==> config.mk <==
export PLATFORM = sky130hd
export DESIGN_NAME = space_bg_scroll_ctrl
export DESIGN_NICKNAME = d
export VERILOG_FILES = /design/src/rtl/space_bg_scroll_ctrl.sv
export SDC_FILE = /design/constraint.sdc
export NUM_CORES = 1
export LEC_CHECK = 0
export ABC_AREA = 0
export BUFFER_PORTS_ARGS = -buffer_cell sky130_fd_sc_hd__buf_2
export CAP_MARGIN = 20
export CORE_UTILIZATION = 50
export CTS_BUF_LIST = sky130_fd_sc_hd__clkbuf_8 sky130_fd_sc_hd__clkbuf_16
export DETAILED_ROUTE_END_ITERATION = 10
export HOLD_SLACK_MARGIN = 0.08
export PLACE_DENSITY = 0.89
export SYNTH_ARGS = -nofsm -noshare
export SYNTH_HDL_FRONTEND = slang
export SYNTH_SLANG_ARGS = --single-unit
==> constraint.sdc <==
create_clock -name clk -period 4.1 [get_ports clk]
set_clock_uncertainty 0.2 [all_clocks]
set_input_delay 0 -clock clk [delete_from_list [all_inputs] [get_ports clk]]
set_output_delay 0 -clock clk [all_outputs]
set_load 0.1 [all_outputs]
==> src/rtl/space_bg_scroll_ctrl.sv <==
// Horizontal scroll controller for the space background ROM.
// Keeps a per-frame scroll offset and turns VGA pixel coordinates into
// wrapped ROM addresses. The visible flag travels alongside the ROM read,
// so bg_rgb and sp_bg_on come out aligned, 3 clocks after x/y.
//
// state | meaning
// ------+-----------------------------------------------------------
// IDLE  | scrolling disabled, offset held at 0
// RUN   | offset advances by speed on every frame_tick
// PAUSE | offset frozen, scrolling still enabled
module space_bg_scroll_ctrl #(
    parameter int IMG_W   = 640,
    parameter int IMG_H   = 480,
    parameter int SPEED_W = 3
) (
    input  logic               clk,
    input  logic               reset_n,
    input  logic [9:0]         x,
    input  logic [9:0]         y,
    input  logic               video_on,
    input  logic               frame_tick,
    input  logic               run,
    input  logic               pause,
    input  logic [SPEED_W-1:0] speed,
    output logic [8:0]         rom_row,
    output logic [9:0]         rom_col,
    input  logic [11:0]        rom_rgb,
    output logic [11:0]        bg_rgb,
    output logic               sp_bg_on,
    output logic [9:0]         scroll_x,
    output logic [1:0]         state
);

    typedef enum logic [1:0] {
        IDLE  = 2'b00,
        RUN   = 2'b01,
        PAUSE = 2'b10
    } state_t;

    localparam logic [10:0] IMG_W11 = 11'(IMG_W);
    localparam logic [9:0]  IMG_W10 = 10'(IMG_W);
    localparam logic [9:0]  IMG_H10 = 10'(IMG_H);

    state_t      state_q;
    state_t      state_nxt;
    logic [9:0]  scroll_q;
    logic [9:0]  scroll_nxt;
    logic [10:0] step_sum;
    logic [10:0] col_sum;
    logic [9:0]  col_wrap;
    logic        x_in;
    logic        y_in;
    logic        v1;
    logic        v2;

    // State register and scroll offset.
    always_ff @(posedge clk or negedge reset_n) begin
        if (!reset_n) begin
            state_q  <= IDLE;
            scroll_q <= '0;
        end else begin
            state_q  <= state_nxt;
            scroll_q <= scroll_nxt;
        end
    end

    // Next-state logic; run=0 overrides pause from every state.
    always_comb begin
        state_nxt = state_q;
        case (state_q)
            IDLE:    if (run) state_nxt = RUN;
            RUN:     if (!run) state_nxt = IDLE;
                     else if (pause) state_nxt = PAUSE;
            PAUSE:   if (!run) state_nxt = IDLE;
                     else if (!pause) state_nxt = RUN;
            default: state_nxt = IDLE;
        endcase
    end

    // Offset advances only on a frame_tick while staying in RUN, so it never
    // moves inside the visible part of a frame.
    always_comb begin
        step_sum   = {1'b0, scroll_q} + 11'(speed);
        scroll_nxt = scroll_q;
        if (state_nxt == IDLE) begin
            scroll_nxt = '0;
        end else if (state_q == RUN && state_nxt == RUN && frame_tick) begin
            scroll_nxt = (step_sum >= IMG_W11) ? 10'(step_sum - IMG_W11) : step_sum[9:0];
        end
    end

    // Column wrap: both operands are below IMG_W, so one subtract suffices.
    always_comb begin
        x_in     = (x < IMG_W10);
        y_in     = (y < IMG_H10);
        col_sum  = {1'b0, x} + {1'b0, scroll_q};
        col_wrap = (col_sum >= IMG_W11) ? 10'(col_sum - IMG_W11) : col_sum[9:0];
    end

    // Address stage, ROM-wait stage and output stage of the pixel pipeline.
    always_ff @(posedge clk or negedge reset_n) begin
        if (!reset_n) begin
            rom_row  <= '0;
            rom_col  <= '0;
            v1       <= 1'b0;
            v2       <= 1'b0;
            bg_rgb   <= '0;
            sp_bg_on <= 1'b0;
        end else begin
            rom_col  <= x_in ? col_wrap : 10'd0;
            rom_row  <= y_in ? y[8:0] : 9'd0;
            v1       <= video_on & x_in & y_in;
            v2       <= v1;
            bg_rgb   <= v2 ? rom_rgb : 12'd0;
            sp_bg_on <= v2 & (rom_rgb != 12'd0);
        end
    end

    assign scroll_x = scroll_q;
    assign state    = state_q;

endmodule

==> results of run 1 <==
[registers in the layout, indices dropped and copies added, names as in the netlist]
| name | count |
|---|---|
| scroll_x | 10 |
| rom_row | 9 |
| state | 2 |
| rom_col | 10 |
| v2 | 1 |
| bg_rgb | 12 |
| sp_bg_on | 1 |
| v1 | 1 |
[logic make-up after synthesis]
kind of cell	Yosys count
AND/OR/NAND/NOR	98
AO/OA/AOI/OAI	59
flip-flops	46
adder cells (fa/ha/maj)	17
XOR/XNOR	11
buffers and inverters	11
multiplexers	4
[worst paths after layout]
kind,end,slack [ns]
max in group asynchronous,scroll_x[7],2.86
setup / recovery,rom_col[9],0.57
hold / removal,rom_col[5],0.10
min in group asynchronous,rom_col[7],0.40
setup reg to reg,rom_col[9],0.57
hold reg to reg,v2,0.16
[cell type report]
cell class | instances | area (sq um) | area share [%]
clock buffer | 5 | 68.8 | 1.90
inverter | 6 | 22.5 | 0.621
multi-input combinational | 189 | 1340 | 36.9
sequential | 46 | 1150 | 31.7
timing repair buffer | 133 | 921 | 25.4
tap | 67 | 83.8 | 2.31
clock inverter | 3 | 43.8 | 1.21
[power by group through the flow]
stage               registers, mW  logic (mW)  clock network [mW]
floorplan                   0.637      0.0589                   0
global placement            0.490       0.267                   0
detailed placement          0.491       0.272                   0
CTS                         0.482       0.307               0.342
global route                0.486       0.334               0.361
finish                      0.483       0.318               0.342
[cells in the final DEF (no fill, tap or decap), types with 2 or more instances in the layout]
master	synthesis	routed
inv_1	6	6
o31ai_1	3	3
xnor2_1	8	8
o21bai_1	4	4
or2_2	2	2
nor4_1	6	6
dlygate4sd3_1	0	48
nand2_1	9	9
dfrtp_1	46	46
a31oi_1	2	2
fa_1	2	2
nand2b_1	3	3
o41a_1	2	2
nor2_1	15	15
o21ai_0	16	16
nand4_1	2	2
nand3_1	4	4
nand3b_1	3	3
clkbuf_8	0	5
a21oi_1	11	11
o21ai_1	2	2
and3_1	4	4
a22o_1	3	3
nor2b_1	2	2
ha_1	15	15
or3_1	4	4
and2_1	28	28
o21a_1	4	4
mux2i_1	2	2
a21o_1	2	2
buf_2	0	84
nor3_1	7	7
xor2_1	3	3
[worst min-delay path: cells and delay by family]
family | cells | cell delay, ns
simple gates | 1 | 0.18
compound gates | 1 | 0.27
buf+inv | 1 | 0.11
[what timing repair did]
action | 4_1_cts | 5_1_grt
hold buffers | 47 | 1
endpoints found under the setup margin | 0 | 0
hold endpoints to repair | 88 | 4
gates resized for setup | 0 | 0
[metal layers]
metal | GRT usage, % | vias up | part of all wire (%)
li1 | - | 1155 | -
met1 | 30.9 | 1223 | 38
met2 | 50.7 | 111 | 54
met3 | 4.01 | 24 | 5.1
met4 | 12.0 | 0 | 2.7
met5 | 0 | - | 0
==> out/summary.txt, run 1 <==
Buffers on Ports = 84
Internal = 0.748 mW
EDFF count, synth = 0
First-pass GRT wire length = 11.1 mm
Total Routing Usage GR = 27.4%
CP required = 4.13 ns
MaxCap Viol Count = 0
Total CTS buffers = 5
Core Util, Final = 75.8%
Setup crit start = scroll_x[0]
Run status = finished clean
RSZ-0062 raised after global routing = no
# diodes = 0
Rel. slew slack = 36.5%
Max FO, Critical Path = 4
Xor and xnor fraction of the mapped netlist area = 3.81%
Synthesized net count = 304
Switch share = 34.6%
Synth warn = 0
DIE AREA = 5350 sq um
Largest family of logic cells by synthesized area = simple AND/OR/NAND/NOR gates
CTS Root Cell = clkbuf_8
Reg power frac = 42.3%
Largest net degree at the start of global routing = 47
Initial antenna violation count = 0
Crit path buf inv count = 0
Synth top cells by count = dfrtp_1, and2_1, o21ai_0
CTS max path bufs = 2
Synth area leader = dfrtp_1
Gr ovfl total = 0
Fin crit share = 86.1%
DRC violations left = 0
Hold path cells = 3
Reg2Reg Launch Point = scroll_x[0]
Critical Path Source Type = flop
Synth Area in Compound Gates = 15.6%
Non-filler instance count after layout = 449
Vias in the first global route = 2430
Critical path type = flop to flop
Post-synthesis sequential area ratio = 45.5%
Post-synth top area share = 45.5%
Power per cell area = 315 nW/um^2
Final Cell Area = 3630 sq um
Post-synthesis mux area share = 1.68%
Mapped Cells = 246
CTS tree = yes
Most used cell, CP = ha_1
Syn-to-layout area delta = 43.4%
Worst path max stage delay = 0.44 ns
Via count = 2513
Overall Power = 1.14 mW
CTS H-tree lvls = 2
Die X = 73.1 um
ANT nets after route = 0
Critical path arrival = 3.55 ns
Synth Area in Adders = 9.00%
Clock power share = 29.9%
Post-route setup TNS = 0 ns
FFs w/ async S/R, synth = 100%
Worst-Margin Slew = 0.945 ns
Synthesized area = 2530 sq um
Worst min path class = primary input to flop
Final #Nets = 439
Worst path cell trace = ha_1, fa_1, a211oi_1, o21ai_0, and3_1, or2_2, ha_1, o21bai_1, and4b_1, or3_1, a21oi_1
Synth Flop Type = dfrtp_1
Seq cells post-synth = 46
Final RePlAce weighted congestion = 0.915
DP HPWL = 4.26 mm
Placed Cells = 392
Peak supply drop = 0.169 mV
Starting Density = 52.9%
Critical Path Stages = 11
Period minus WS final = 3.53 ns
Register-to-Register Path Depth = 11
Max Clock Freq = 283 MHz
Critical path endpoint category = flop
Wire per inst = 15.6 um
CTS sink count = 46
Final Max Slew Viols = 0
Worst hold slack = 0.100 ns
Fill cells = 305
Final hold vios = 0
Post-CTS setup repair buffer count = 0
Logic pwr share = 27.8%
Simple-gate portion of the synthesized area = 22.8%
Worst hold start = x[9]
Lkg Pwr = 1.82 nW
Area of placed instances = 3020 sq um
NetSw = 0.395 mW
Routed WL = 7.01 mm
Finish-stage setup viols = 0
CTS clk-pin slew, worst paths = 0.09 ns
Pre-CTS WS = 0.743 ns
Yosys cell types = 52
IO Pins = 85
Vias per cell = 5.60
Crit path max-delay family = simple AND/OR/NAND/NOR gates
Area of the core = 4790 sq um
Critical Path Slowest Stage Cell = dfrtp_1
Layout cells sized above 1 = 27.0%
Main area contributors after synthesis = dfrtp_1, ha_1, and2_1
Die Y = 73.1 um
Count leader, synth = dfrtp_1
Row count = 25
Syn_area_per_cell = 10.3 sq um
Iteration count of the initial detailed-routing pass = 5
Setup WS post-layout = 0.571 ns
Clock latency at the later pin of the worst-skew pair = 0.30 ns
DR iter-0 viols = 151
Note: power is estimated with default switching activity, not from simulation.
==> inputs of run 2 (changes only) <==
--- a/config.mk
+++ b/config.mk
@@ -8,11 +8,11 @@
 export ABC_AREA = 0
 export BUFFER_PORTS_ARGS = -buffer_cell sky130_fd_sc_hd__buf_2
 export CAP_MARGIN = 20
-export CORE_UTILIZATION = 50
+export CORE_UTILIZATION = 45
 export CTS_BUF_LIST = sky130_fd_sc_hd__clkbuf_8 sky130_fd_sc_hd__clkbuf_16
 export DETAILED_ROUTE_END_ITERATION = 10
 export HOLD_SLACK_MARGIN = 0.08
-export PLACE_DENSITY = 0.89
+export PLACE_DENSITY = 0.83
 export SYNTH_ARGS = -nofsm -noshare
 export SYNTH_HDL_FRONTEND = slang
 export SYNTH_SLANG_ARGS = --single-unit
==> run 2 against run 1 <==
  * Register-to-register slack improved by 0.11 ns
  * Design area down 0.72%
  * Combinational power is 2% lower
  * Global-route usage fell by 5.3 points
  * Setup slack improved by 0.11 ns
  * Critical endpoint unchanged
==> out/summary.txt, run 2 (synthesis results as in run 1) <==
Met3 WL = 348 um
Most used cell, CP = ha_1
Setup WS post-layout = 0.681 ns
ANT nets after route = 0
Fin crit share = 83.4%
Reg power frac = 44.8%
Period minus WS final = 3.42 ns
DIE AREA = 5930 sq um
IO Pins = 85
Worst-Margin Slew = 0.871 ns
Final RePlAce weighted congestion = 0.958
CTS tree = yes
Die Y = 77.0 um
Power per cell area = 299 nW/um^2
Die X = 77.0 um
Largest net degree at the start of global routing = 47
Highest routed layer = met4
Via count = 2401
DRC violations left = 0
Routed WL = 6.44 mm
Wire per inst = 14.3 um
CTS Root Cell = clkbuf_8
Logic pwr share = 29.0%
Critical path arrival = 3.44 ns
Post-route setup TNS = 0 ns
M1 wire length = 2.67 mm
Critical Path Source Type = flop
Critical Path Slowest Stage Cell = fa_1
Iteration count of the initial detailed-routing pass = 4
Pre-CTS WS = 0.769 ns
CTS clk-pin slew, worst paths = 0.09 ns
Internal = 0.686 mW
Switch share = 36.2%
Worst path max stage delay = 0.44 ns
NetSw = 0.390 mW
Critical path endpoint category = flop
Clock latency at the later pin of the worst-skew pair = 0.30 ns
Most frequent cells in the layout = buf_2, dlygate4sd3_1, dfrtp_1
CTS sink count = 46
Crit path buf inv count = 0
Most flops, register = bg_rgb
Max FO, Critical Path = 4
Total Routing Usage GR = 22.1%
Worst min path class = primary input to flop
Final hold vios = 0
# diodes = 0
CTS H-tree lvls = 2
Area of placed instances = 3020 sq um
Lkg Pwr = 1.80 nW
Number of flip-flops in the largest register = 12
Met2 Routed Length = 3.24 mm
Total CTS buffers = 5
Final Max Slew Viols = 0
Vias in the first global route = 2255
DR iter-0 viols = 142
Initial antenna violation count = 0
MaxCap Viol Count = 0
Area of the core = 5270 sq um
Crit path max-delay family = simple AND/OR/NAND/NOR gates
DP HPWL = 4.22 mm
Finish-stage setup viols = 0
Gr ovfl total = 0
Layout cells sized above 1 = 27.0%
Worst path cell trace = ha_1, fa_1, a211oi_1, o21ai_0, and3_1, or2_2, ha_1, nand4b_1, and4b_1, or3_1, a21oi_1
Rel. slew slack = 41.3%
Final #Nets = 438
Clock power share = 26.2%
CP required = 4.12 ns
Syn-to-layout area delta = 42.4%
Commonest non-fill, non-tap cell in the layout = buf_2
Starting Density = 48.0%
Row count = 26
RSZ-0062 raised after global routing = no
Buffers on Ports = 84
CTS max path bufs = 2
Max Clock Freq = 292 MHz
Run status = finished clean
Vias per cell = 5.32
Core Util, Final = 68.4%
Final Cell Area = 3600 sq um
Critical path type = flop to flop
Peak supply drop = 0.178 mV
Cts repair resizes = 0
First-pass GRT wire length = 10.2 mm
[run 2: cell count changes in the layout (fill, tap and decap cells not counted)]
cell,previous run,this run
dlygate4sd3_1,48,47
bufinv_16,1,0
clkinvlp_4,0,2
clkinv_2,1,0
[run 2: layout make-up]
cell class | count | area (sq um)
Clock buffer | 5 | 68.8
Inverter | 6 | 22.5
Sequential cell | 46 | 1150
Tap cell | 70 | 87.6
Clock inverter | 3 | 23.8
Fill cell | 436 | 1670
Multi-Input combinational cell | 189 | 1340
Timing Repair Buffer | 132 | 911
[run 2: path summary, 6_finish.rpt]
| check | from | endpoint | slack (ns) | cells after the start |
|---|---|---|---|---|
| hold / removal | x[5] | rom_col[5] | 0.09 | 4 |
| setup reg to reg | scroll_x[0] | rom_col[9] | 0.68 | 11 |
| setup / recovery | scroll_x[0] | rom_col[9] | 0.68 | 11 |
| hold reg to reg | v1 | v2 | 0.16 | 0 |
| max in group asynchronous | reset_n | state[1] | 2.90 | 4 |
| min in group asynchronous | reset_n | rom_col[9] | 0.38 | 3 |
[run 2: power by group through the flow]
stage                     registers [mW]  clock network (mW)  logic (mW)
after CTS                          0.482               0.289       0.306
after global routing               0.484               0.313       0.329
after floorplan                    0.637                   0      0.0589
after global placement             0.490                   0       0.268
after detailed placement           0.491                   0       0.272
final                              0.482               0.282       0.312
[run 2: routing by layer]
layer  track usage [%]  vias up
met5                 0        -
met4              9.81        0
met3              5.36       18
met2              38.3       95
met1              25.8     1133
li1                  -     1155
[run 2: tightest hold or removal path: stages]
cell     delay [ns]
buf_2          0.08
ha_1           0.22
xnor2_1        0.11
and2_1         0.15
[run 2: through the flow]
step	instances	total power, mW	hold slack, ns
3_3_place_gp	395	0.759	0.00688
6_report	451	1.08	0.0920
4_1_cts	449	1.08	0.0870
2_1_floorplan	246	0.696	-0.496
3_5_place_dp	395	0.763	0.0103
5_1_grt	451	1.13	0.105
[run 2: what timing repair did]
| action | in CTS | in global routing |
|---|---|---|
| setup endpoints to repair | 0 | 0 |
| endpoints found under the hold margin | 87 | 3 |
| setup buffers | 0 | 0 |
| hold buffers | 46 | 1 |
==> inputs of run 3 (changes only) <==
--- a/config.mk
+++ b/config.mk
@@ -12,7 +12,7 @@
 export CTS_BUF_LIST = sky130_fd_sc_hd__clkbuf_8 sky130_fd_sc_hd__clkbuf_16
 export DETAILED_ROUTE_END_ITERATION = 10
 export HOLD_SLACK_MARGIN = 0.08
-export PLACE_DENSITY = 0.83
+export PLACE_DENSITY = 0.85
 export SYNTH_ARGS = -nofsm -noshare
 export SYNTH_HDL_FRONTEND = slang
 export SYNTH_SLANG_ARGS = --single-unit
==> constraint.sdc (replaced) <==
create_clock -name clk -period 3.1 [get_ports clk]
set_clock_uncertainty 0.2 [all_clocks]
set_input_delay 0 -clock clk [delete_from_list [all_inputs] [get_ports clk]]
set_output_delay 0 -clock clk [all_outputs]
set_load 0.1 [all_outputs]
==> run 3 against run 2 <==
  * The flow now finishes with violations (negative setup slack)
  * Clock power rose by 31%
  * Sequential power rose by 33%
  * Worst hold slack improved by 0.014 ns
  * Largest cell class unchanged
  * Largest power group unchanged
==> out/summary.txt, run 3 (synthesis results as in run 1) <==
MaxCap Viol Count = 0
Final #Nets = 450
First-pass GRT wire length = 11.7 mm
Number of flip-flops in the largest register = 12
Wire per inst = 15.4 um
Worst min path class = primary input to flop
Final hold vios = 0
Most frequent cells in the layout = buf_2, dlygate4sd3_1, dfrtp_1
CTS clk-pin slew, worst paths = 0.08 ns
Critical path arrival = 3.18 ns
Finish-stage setup viols = 2
CTS max path bufs = 2
Fin crit share = 102%
Worst-Margin Slew = 0.980 ns
DP HPWL = 4.34 mm
DRC violations left = 0
Internal = 0.918 mW
Critical Path Slowest Stage Cell = dfrtp_4
Commonest non-fill, non-tap cell in the layout = buf_2
Worst hold slack = 0.106 ns
Clock latency at the later pin of the worst-skew pair = 0.30 ns
Hold path cells = 4
Worst path cell trace = ha_4, fa_2, a211oi_2, o21ai_1, and3_1, or2_4, ha_4, nand4b_1, and4b_2, or3_4, a21oi_2
Largest net degree at the start of global routing = 47
Die Y = 77.0 um
RSZ-0062 raised after global routing = yes
Register-to-Register Path Depth = 11
Clock power share = 25.7%
CP required = 3.13 ns
Power per cell area = 378 nW/um^2
CTS sink count = 46
Max FO, Critical Path = 4
Via count = 2512
Switch share = 36.3%
Overall Power = 1.44 mW
Worst path max stage delay = 0.53 ns
DR iter-0 viols = 146
Lkg Pwr = 1.85 nW
Setup WS post-layout = -0.0567 ns
CTS Root Cell = clkbuf_8
CTS H-tree lvls = 2
Max Clock Freq = 317 MHz
Vias per cell = 5.41
Initial antenna violation count = 1
Reg power frac = 44.4%
Most flops, register = bg_rgb
Peak supply drop = 0.252 mV
Fill cells = 369
Failing checks = negative setup slack
Critical path endpoint category = flop
Gr ovfl total = 0
DIE AREA = 5930 sq um
IO Pins = 85
Routed WL = 7.12 mm
Iteration count of the initial detailed-routing pass = 4
Vias in the first global route = 2573
Layout cells sized above 1 = 35.9%
Run status = finished with violations
Syn-to-layout area delta = 50.7%
Logic pwr share = 29.9%
Most used cell, CP = ha_4
CTS tree = yes
Final Max Slew Viols = 0
Area of the core = 5270 sq um
Total Routing Usage GR = 25.2%
Total CTS buffers = 5
Core Util, Final = 72.3%
Period minus WS final = 3.16 ns
Die X = 77.0 um
Critical Path Source Type = flop
Buffers on Ports = 84
Critical path type = flop to flop
Area of placed instances = 3150 sq um
Final RePlAce weighted congestion = 0.946
Row count = 26
Rel. slew slack = 34.6%
NetSw = 0.523 mW
Final Cell Area = 3810 sq um
Post-route setup TNS = -0.109 ns
ANT nets after route = 0
Starting Density = 48.0%
## run 3: cell count changes in the layout (fill, tap and decap cells not counted), sizes merged
cell / change
diode: +1
buf: +12
## run 3: worst paths after layout
path	startpoint	end	slack, ns
max	scroll_x[0]	rom_col[9]	-0.06
min in group asynchronous	reset_n	bg_rgb[10]	0.19
min reg2reg	v1	v2	0.18
max in group asynchronous	reset_n	scroll_x[3]	1.79
max reg2reg	scroll_x[0]	rom_col[9]	-0.06
min	x[4]	rom_col[4]	0.11
## run 3: power groups by stage
stage	combinational (mW)	clock, mW	sequential, mW
floorplan	0.0826	0	0.844
global placement	0.363	0	0.649
detailed placement	0.368	0	0.651
CTS	0.419	0.380	0.639
global route	0.453	0.405	0.643
finish	0.431	0.370	0.640
## run 3: critical path: cells and delay by family, from the launching register on
kind,cells,cell delay [ns]
adders and majority gates,3,0.69
AOI/OAI and AO/OA,3,0.47
and+or+nand+nor,5,1.20
DFF,1,0.53
## run 3: metrics by stage
step / std cells / setup WS (ns)
3_3_place_gp: 401 / 0.0521
5_1_grt: 464 / -0.149
6_report: 464 / -0.0567
2_1_floorplan: 246 / -0.0680
4_1_cts: 458 / -0.0445
3_5_place_dp: 401 / -0.0367
## run 3: area by class of cell
type	instances	area [sq um]	share of cell area (%)
Antenna cell	1	2.50	0.0656
Clock buffer	5	68.8	1.81
Clock inverter	3	23.8	0.624
Inverter	6	22.5	0.591
Multi-Input combinational cell	189	1450	37.9
Sequential cell	46	1170	30.8
Tap cell	70	87.6	2.30
Timing Repair Buffer	144	988	25.9
## run 3: per-layer routing
metal  vias up  wire length [um]  track usage (%)
li1       1182                 -                -
met1      1197              2780             28.0
met2       107              3700             46.1
met3        26               365             4.52
met4         0               286             12.1
met5         -                 0                0
## run 3: repair_timing
action                     in CTS  in global routing
setup endpoints to repair       3                  4
gates cloned                    0                  0
hold buffers                   47                  0
hold endpoints to repair       86                  0
pin swaps                       3                  8
buffers inserted                2                  5
resized for setup               4                  8
